**src/rtl/lsu_trigger_seq.sv**
```systemverilog
// lsu_trigger_seq: LSU debug-trigger matcher with chaining and hit-count thresholds.
// Each dc3 load/store access is compared against NTRIG channels. A chaining
// channel arms its successor, and a counting channel fires only after a
// programmable number of qualified hits. Fires are registered into dc4.
module lsu_trigger_seq #(
  parameter int NTRIG = 4,
  parameter int DW    = 32,
  parameter int CW    = 4
) (
  input  logic                clk,
  input  logic                rst_l,
  input  logic [NTRIG-1:0]    trig_en,
  input  logic [NTRIG-1:0]    trig_load,
  input  logic [NTRIG-1:0]    trig_store,
  input  logic [NTRIG-1:0]    trig_select,
  input  logic [NTRIG*2-1:0]  trig_mode,
  input  logic [NTRIG*DW-1:0] trig_tdata2,
  input  logic [NTRIG-1:0]    trig_chain,
  input  logic [NTRIG*CW-1:0] trig_count,
  input  logic [NTRIG-1:0]    trig_cfg_wr,
  input  logic                lsu_valid_dc3,
  input  logic                lsu_dma_dc3,
  input  logic                lsu_load_dc3,
  input  logic                lsu_store_dc3,
  input  logic [1:0]          lsu_size_dc3,
  input  logic [DW-1:0]       lsu_addr_dc3,
  input  logic [DW-1:0]       store_data_dc3,
  input  logic                lsu_flush_dc3,
  output logic [NTRIG-1:0]    lsu_trigger_match_dc4
);

  logic [DW-1:0]             store_data_masked;
  logic [NTRIG-1:0]          raw;
  logic [NTRIG-1:0]          hit;
  logic [NTRIG-1:0]          chain_eff;
  logic [NTRIG-1:0]          gate;
  logic [NTRIG-1:0]          gated;
  logic [NTRIG-1:0]          cnt_en;
  logic [NTRIG-1:0]          arm_set;
  logic [NTRIG-1:0]          fire;
  logic [NTRIG-1:0]          armed;
  logic [NTRIG-1:0][CW-1:0]  cnt;
  logic                      qual;

  logic [DW-1:0]             operand;
  logic [DW-1:0]             td;
  logic [DW-1:0]             ign;
  logic                      prefix;
  logic                      mode_match;
  logic                      sel_ok;
  logic [CW:0]               cnt_inc;
  logic [CW:0]               thr;

  // Size-mask the store data so sub-word stores compare only their live bytes
  always_comb begin
    case (lsu_size_dc3)
      2'b00:   store_data_masked = store_data_dc3 & DW'(8'hFF);
      2'b01:   store_data_masked = store_data_dc3 & DW'(16'hFFFF);
      default: store_data_masked = store_data_dc3;
    endcase
  end

  // Per-channel raw compare; NAPOT ignores bit j when all bits below j are ones
  always_comb begin
    raw        = '0;
    operand    = '0;
    td         = '0;
    ign        = '0;
    prefix     = 1'b1;
    mode_match = 1'b0;
    sel_ok     = 1'b0;
    for (int i = 0; i < NTRIG; i++) begin
      td      = trig_tdata2[i*DW +: DW];
      operand = trig_select[i] ? store_data_masked : lsu_addr_dc3;
      sel_ok  = ~trig_select[i] | lsu_store_dc3;
      prefix  = 1'b1;
      for (int j = 0; j < DW; j++) begin
        ign[j] = prefix;
        prefix = prefix & td[j];
      end
      case (trig_mode[2*i +: 2])
        2'b00:   mode_match = (operand == td);
        2'b01:   mode_match = (((operand ^ td) & ~ign) == '0);
        2'b10:   mode_match = (operand >= td);
        default: mode_match = (operand < td);
      endcase
      raw[i] = sel_ok & mode_match;
    end
  end

  // Qualify, apply chain gating, and decide which counting channels fire
  always_comb begin
    qual      = lsu_valid_dc3 & ~lsu_dma_dc3 & ~lsu_flush_dc3;
    hit       = trig_en & {NTRIG{qual}} & raw &
                ((trig_store & {NTRIG{lsu_store_dc3}}) | (trig_load & {NTRIG{lsu_load_dc3}}));
    chain_eff = trig_chain & {1'b0, {(NTRIG-1){1'b1}}};
    gate      = {chain_eff[NTRIG-2:0], 1'b0};
    gated     = hit & (~gate | armed);
    arm_set   = {hit[NTRIG-2:0] & chain_eff[NTRIG-2:0], 1'b0};
    cnt_en    = gated & ~chain_eff;
    fire      = '0;
    cnt_inc   = '0;
    thr       = '0;
    for (int i = 0; i < NTRIG; i++) begin
      cnt_inc = {1'b0, cnt[i]} + (CW+1)'(1);
      thr     = (trig_count[i*CW +: CW] == '0) ? (CW+1)'(1) : {1'b0, trig_count[i*CW +: CW]};
      fire[i] = cnt_en[i] & (cnt_inc >= thr);
    end
  end

  // Hit counters, armed flags and the registered dc4 fire pulse
  always_ff @(posedge clk) begin
    if (!rst_l) begin
      cnt                   <= '0;
      armed                 <= '0;
      lsu_trigger_match_dc4 <= '0;
    end else begin
      for (int i = 0; i < NTRIG; i++) begin
        if (trig_cfg_wr[i]) begin
          cnt[i]   <= '0;
          armed[i] <= 1'b0;
        end else begin
          if (cnt_en[i]) begin
            cnt[i] <= fire[i] ? '0 : cnt[i] + 1'b1;
          end
          if (arm_set[i]) begin
            armed[i] <= 1'b1;
          end else if (fire[i]) begin
            armed[i] <= 1'b0;
          end
        end
      end
      lsu_trigger_match_dc4 <= fire;
    end
  end

endmodule

```
**config.mk**
```make
export PLATFORM = sky130hd
export DESIGN_NAME = lsu_trigger_seq
export DESIGN_NICKNAME = d
export VERILOG_FILES = /design/src/rtl/lsu_trigger_seq.sv
export SDC_FILE = /design/constraint.sdc
export NUM_CORES = 1
export LEC_CHECK = 0
export CORE_UTILIZATION = 45
export DETAILED_ROUTE_END_ITERATION = 6
export PLACE_DENSITY = 0.86
export SYNTH_ARGS = -nofsm -noshare
export SYNTH_HDL_FRONTEND = slang
export SYNTH_SLANG_ARGS = --single-unit
```
**constraint.sdc**
```tcl
create_clock -name clk -period 4.47 [get_ports clk]
set_clock_uncertainty 0.2 [all_clocks]
set_input_delay 0.6705 -clock clk [delete_from_list [all_inputs] [get_ports clk]]
set_output_delay 0.6705 -clock clk [all_outputs]
set_load 0.02 [all_outputs]
```
## Word level (Yosys, flattened, before mapping)

Cells that the tools add are included.

| storage, ports and cells | value |
|---|---|
| bits of input ports | 249 |
| word-level logic and storage cells | 249 |
| output and inout port bits | 4 |
| bits in registers | 23 |

| operators by class | value |
|---|---|
| reduce and logical (&&, ||, !) cells | 20 |
| bitwise logic cells | 165 |
| order comparisons | 12 |
| equality and inequality tests | 13 |
| muxes and demuxes | 23 |
| add/subtract/negate cells | 8 |

Operators with widths:

| cell | count |
|---|---|
| $and A1 B1 Y1 | 130 |
| $and A32 B32 Y32 | 4 |
| $eq A32 B32 Y1 | 4 |
| $ge A32 B32 Y1 | 4 |
| $logic_not A32 Y1 | 4 |
| $lt A32 B32 Y1 | 4 |
| $mux W32 | 4 |
| $not A32 Y32 | 4 |
| $xor A32 B32 Y32 | 4 |
| $pmux W32 S2 | 1 |
| $mux W4 | 8 |
| $and A4 B4 Y4 | 7 |
| $add A4 B1 Y5 const B | 4 |
| $ge A5 B4 Y1 | 4 |
| $add A4 B1 Y4 const B | 4 |
| $logic_not A4 Y1 | 4 |
| $pmux W1 S3 | 4 |
| $eq A2 B1 Y1 const B | 5 |
| $logic_not A2 Y1 | 5 |
| $eq A2 B2 Y1 const B | 4 |
| $or A4 B4 Y4 | 2 |
| $reduce_or A2 Y1 | 4 |
| $not A1 Y1 | 7 |
| $mux W1 | 6 |
| 5 further kinds | 10 |

## Logic depth before layout (Yosys ltp)

| logic depth | value |
|---|---|
| depth in word-level cells | 42 |
| mapped depth | 14 |
| gate-level depth less buffers | 13 |

## Least setup slack after synthesis

Ideal clock, no wire load.

| path | value |
|---|---|
| kind | input to register |
| start point | input port trig_select[1] |
| end point | register cnt[5] (netlist bit) |
| cell stages on the path | 13 |
| setup slack | 102 ps |
| buffers on the path | 2 |
| data arrival time | 4076 ps |
| setup time | 92 ps |
| data required time | 4178 ps |
| cells stage by stage | clkbuf_1 > clkbuf_1 > mux2_2 > ha_1 > a21oi_1 > or4b_1 > or4_1 > nor4_2 > o2111ai_1 > nor4_2 > a41oi_2 > a2111o_1 > o32ai_1 |

| on the way | value |
|---|---|
| cells in the longest elaborated chain, start to end | 12 |
| elaborated cells on any way between the ends | 17 |
| those cells by class | 2 x order compare; 1 x eq/ne; 3 x mux; 10 x bitwise; 1 x reduce/logical |

Ends and longest elaborated chain:

| item | line | RTL |
|---|---|---|
| start: declaration | 15 | `input logic [NTRIG-1:0] trig_select,` |
| parallel branches: the longest is 5 deep, another holds $lt A32 B32 Y1 | - |  |
| $and A1 B1 Y1 (*) | 87 | `raw[i] = sel_ok & mode_match;` |
| $and A4 B4 Y4 (*) (2 in a row) | 94 | `hit = trig_en & {NTRIG{qual}} & raw &` |
| $and A4 B4 Y4 (*) | 98 | `gated = hit & (~gate \| armed);` |
| $and A4 B4 Y4 (*) | 100 | `cnt_en = gated & ~chain_eff;` |
| $and A1 B1 Y1 | 107 | `fire[i] = cnt_en[i] & (cnt_inc >= thr);` |
| $mux W4 | 124 | `cnt[i] <= fire[i] ? '0 : cnt[i] + 1'b1;` |
| end signal: indexed assignment | 124 |  |
| end: declaration | 42 | `logic [NTRIG-1:0][CW-1:0] cnt;` |

Mark *: on every way between the ends.
A chain may end at the register's enable or synchronous reset.

## Final worst setup path

| path | value |
|---|---|
| start point | input port trig_select[0] |
| end point | register cnt[1] (netlist bit) |

Same word-level chain as after synthesis.

==> results.json <==
{
  "outcome": "finished clean",
  "io_pins": 253,
  "cpMostUsedCell": "buf_4",
  "post-route-util_pct": 69.46,
  "grt.total_usage_pct": 35.96,
  "crit_path_end_kind": "register",
  "dp_hpwl_um": 31250,
  "min-delay-start": "armed[3]",
  "portBuffers": 251,
  "irDropWorstVdd_v": 0.0001291,
  "die_y_um": 141.5,
  "nets": 1976,
  "fmax_mhz": 227.8,
  "layout.cells.non_filler": 1813,
  "dr.first_iter.drc_count": 702,
  "critPathLaunch": "trig_select[0]",
  "final_antenna_net_count": 0,
  "coreArea_sq_mm": 0.01889,
  "synthTopCellsByArea": "ha_1 25%, mux2_2 16%, inv_1 6.5%, dfxtp_1 5.3%, a21oi_1 4.8%",
  "max_cap_viol_count": 0,
  "htreeDepth": 1,
  "clock_latency_ps": 260,
  "synth_top_area_cell": "ha_1",
  "drc": 0,
  "yosys_warnings": 0,
  "crit_type": "input port to register",
  "cp_top_family": "buffers and inverters",
  "ys_seq_area_share_pct": 5.260,
  "hold_path.class": "register to register",
  "die_x_um": 141.5,
  "syn_area_sq_mm": 0.008753,
  "grt_max_degree": 25,
  "postSynthAreaPerCell_sq_um": 7.559,
  "cts.sinks": 23,
  "powerDensity_mw_per_mm2": 131.9,
  "wl_per_cell_um": 20.44,
  "synth_top_cell_area_share_pct": 24.73,
  "post-place-cells": 1798,
  "ys_types": 76,
  "cpPeakStageDelay_ps": 540,
  "synth_edf_count": 0,
  "initial_utilization_pct": 46.33,
  "yosys-top-cells-count": "173 x ha_1, 151 x inv_1, 125 x mux2_2",
  "synth.most_common_cell": "ha_1",
  "cts_tree": "built",
  "dieArea_sq_mm": 0.02001,
  "critPathRequiredTime_ps": 4460,
  "critPathBufInv": 4,
  "cp_slowest_cell": "clkdlybuf4s50_1",
  "grt_pass1_wl_um": 55600,
  "fin_crit_ps": 4390,
  "wl_um": 37060,
  "synthCells": 1158,
  "ys.flop_type": "dfxtp_1",
  "cts_buffers": 3,
  "synthToLayoutAreaGrowth_pct": 49.93,
  "tightest_slew_ps": 655.5,
  "async_reset_ff_share_pct": 0,
  "finalHoldViolations": 0,
  "num_rows": 50,
  "cp.arrival_ps": 4380,
  "cp-start-kind": "input port",
  "synth_nets": 1580,
  "drive_above_1_share_pct": 21.64,
  "dr.pass1.iters": 5,
  "ys_seq_elements": 23,
  "num_vias": 10780,
  "slew_headroom_pct": 56.30,
  "antenna_found_initial": 0,
  "gp_congestion": 1.090,
  "clockRootBuffer": "clkbuf_16",
  "worst-path-max-fanout": 8,
  "cts_buffer_depth": 2,
  "r2r-start": "cnt[8]",
  "first_global_vias": 10710,
  "avgViaCountPerCell": 5.945,
  "hold_buffers": 0,
  "p_leak_nw": 6.116,
  "num_antenna_cells": 0,
  "period_share_pct": 98.21,
  "overflow": 0,
  "setup_viol": 0,
  "drv_slew": 0,
  "path_cells": "clkdlybuf4s50_1 > buf_4 > mux2_2 > ha_1 > buf_4 > a21oi_1 > o21ai_0 > nor2b_1 > a2111oi_0 > buf_4 > a21oi_1 > or4_1 > nand3_1 > o21ba_2 > mux2i_1",
  "cts.clk_slew.worst_paths_ps": 60
}
routing by layer:
metal | global-route usage [%] | wire length [um] | vias up
li1 | - | - | 5157
met1 | 44.41 | 15300 | 4994
met2 | 62.58 | 16940 | 528
met3 | 3.071 | 2805 | 100
met4 | 18.05 | 2006 | 0
met5 | 0 | 0 | -
flip-flops by register name, indices dropped and copies added (netlist names):
| signal | cells |
|---|---|
| cnt | 16 |
| lsu_trigger_match_dc4 | 4 |
| armed | 3 |
layout make-up:
class / count / area, sq um
Timing Repair Buffer: 408 / 3804
Fill cell: 1590 / 5769
Clock buffer: 3 / 75.07
Tap cell: 260 / 325.3
Multi-Input combinational cell: 967 / 7888
Clock inverter: 1 / 5.005
Inverter: 151 / 566.8
Sequential cell: 23 / 460.4
what timing repair did:
| action | 4_1_cts | 5_1_grt |
|---|---|---|
| pin swaps | 8 | 23 |
| gates cloned | 2 | 0 |
| resized for setup | 19 | 37 |
| setup endpoints to repair | 15 | 11 |
| setup buffers | 6 | 3 |
| endpoints found under the hold margin | 0 | 0 |
power by group:
part           total, mW  internal, mW  switching, mW
Clock              0.197         0.120         0.0770
Sequential         0.205         0.205       0.000107
Combinational       1.33         0.696          0.633
metrics by stage:
stage / power, mW / setup TNS [ps] / hold slack [ps] / area, sq um / setup slack [ps]
5_1_grt: 1.841 / -14.07 / 313.2 / 13120 / -9.587
4_1_cts: 1.685 / 0 / 285.8 / 12950 / 0.2660
3_5_place_dp: 1.463 / -7976 / 277.7 / 12690 / -524.7
6_report: 1.731 / 0 / 297.8 / 13120 / 79.93
3_3_place_gp: 1.445 / -6274 / 260.2 / 12690 / -413.9
2_1_floorplan: 0.8069 / 0 / 248.9 / 8753 / 102.0
logic make-up (layout without fill, tap and decap cells):
kind of cell,count (synthesis),count (layout),synth area share (%)
xor+xnor,8,8,0.8004
fa+ha+maj,173,173,24.73
compound gates,278,279,21.17
mux,134,134,17.11
flops,23,23,5.260
simple gates,373,373,23.67
buf+inv,169,563,7.261
worst paths after layout:
check | to | slack [ps] | cells after the start
max | cnt[1] | 80 | 15
min | armed[3] | 300 | 1
max reg2reg | cnt[8] | 1800 | 9
min reg2reg | armed[3] | 300 | 1
cell usage in the layout (no fill, tap or decap), types with 5 or more instances in the layout:
cell and n:
ha_1 169, o2111ai_1 7, nor2b_1 25, and4_1 7
dlymetal6s2s_1 6, a31o_2 6, buf_12 6, o21ai_1 5
o22ai_1 17, a31oi_1 18, inv_1 151, buf_4 148
o21ai_0 33, clkdlybuf4s50_1 243, a211o_1 7, a2111oi_0 5
nor2_1 52, nor4_1 23, mux2i_1 9, a22oi_1 6
and3_1 16, o211ai_1 7, nor3_1 17, nand2b_1 16
or2_2 5, nand4_1 40, a21oi_1 81, a21o_1 20
nand3_1 38, nand2_1 73, dfxtp_1 23, a211oi_1 7
o21bai_1 6, and2_1 19, mux2_2 121
(Power assumes the default switching activity.)
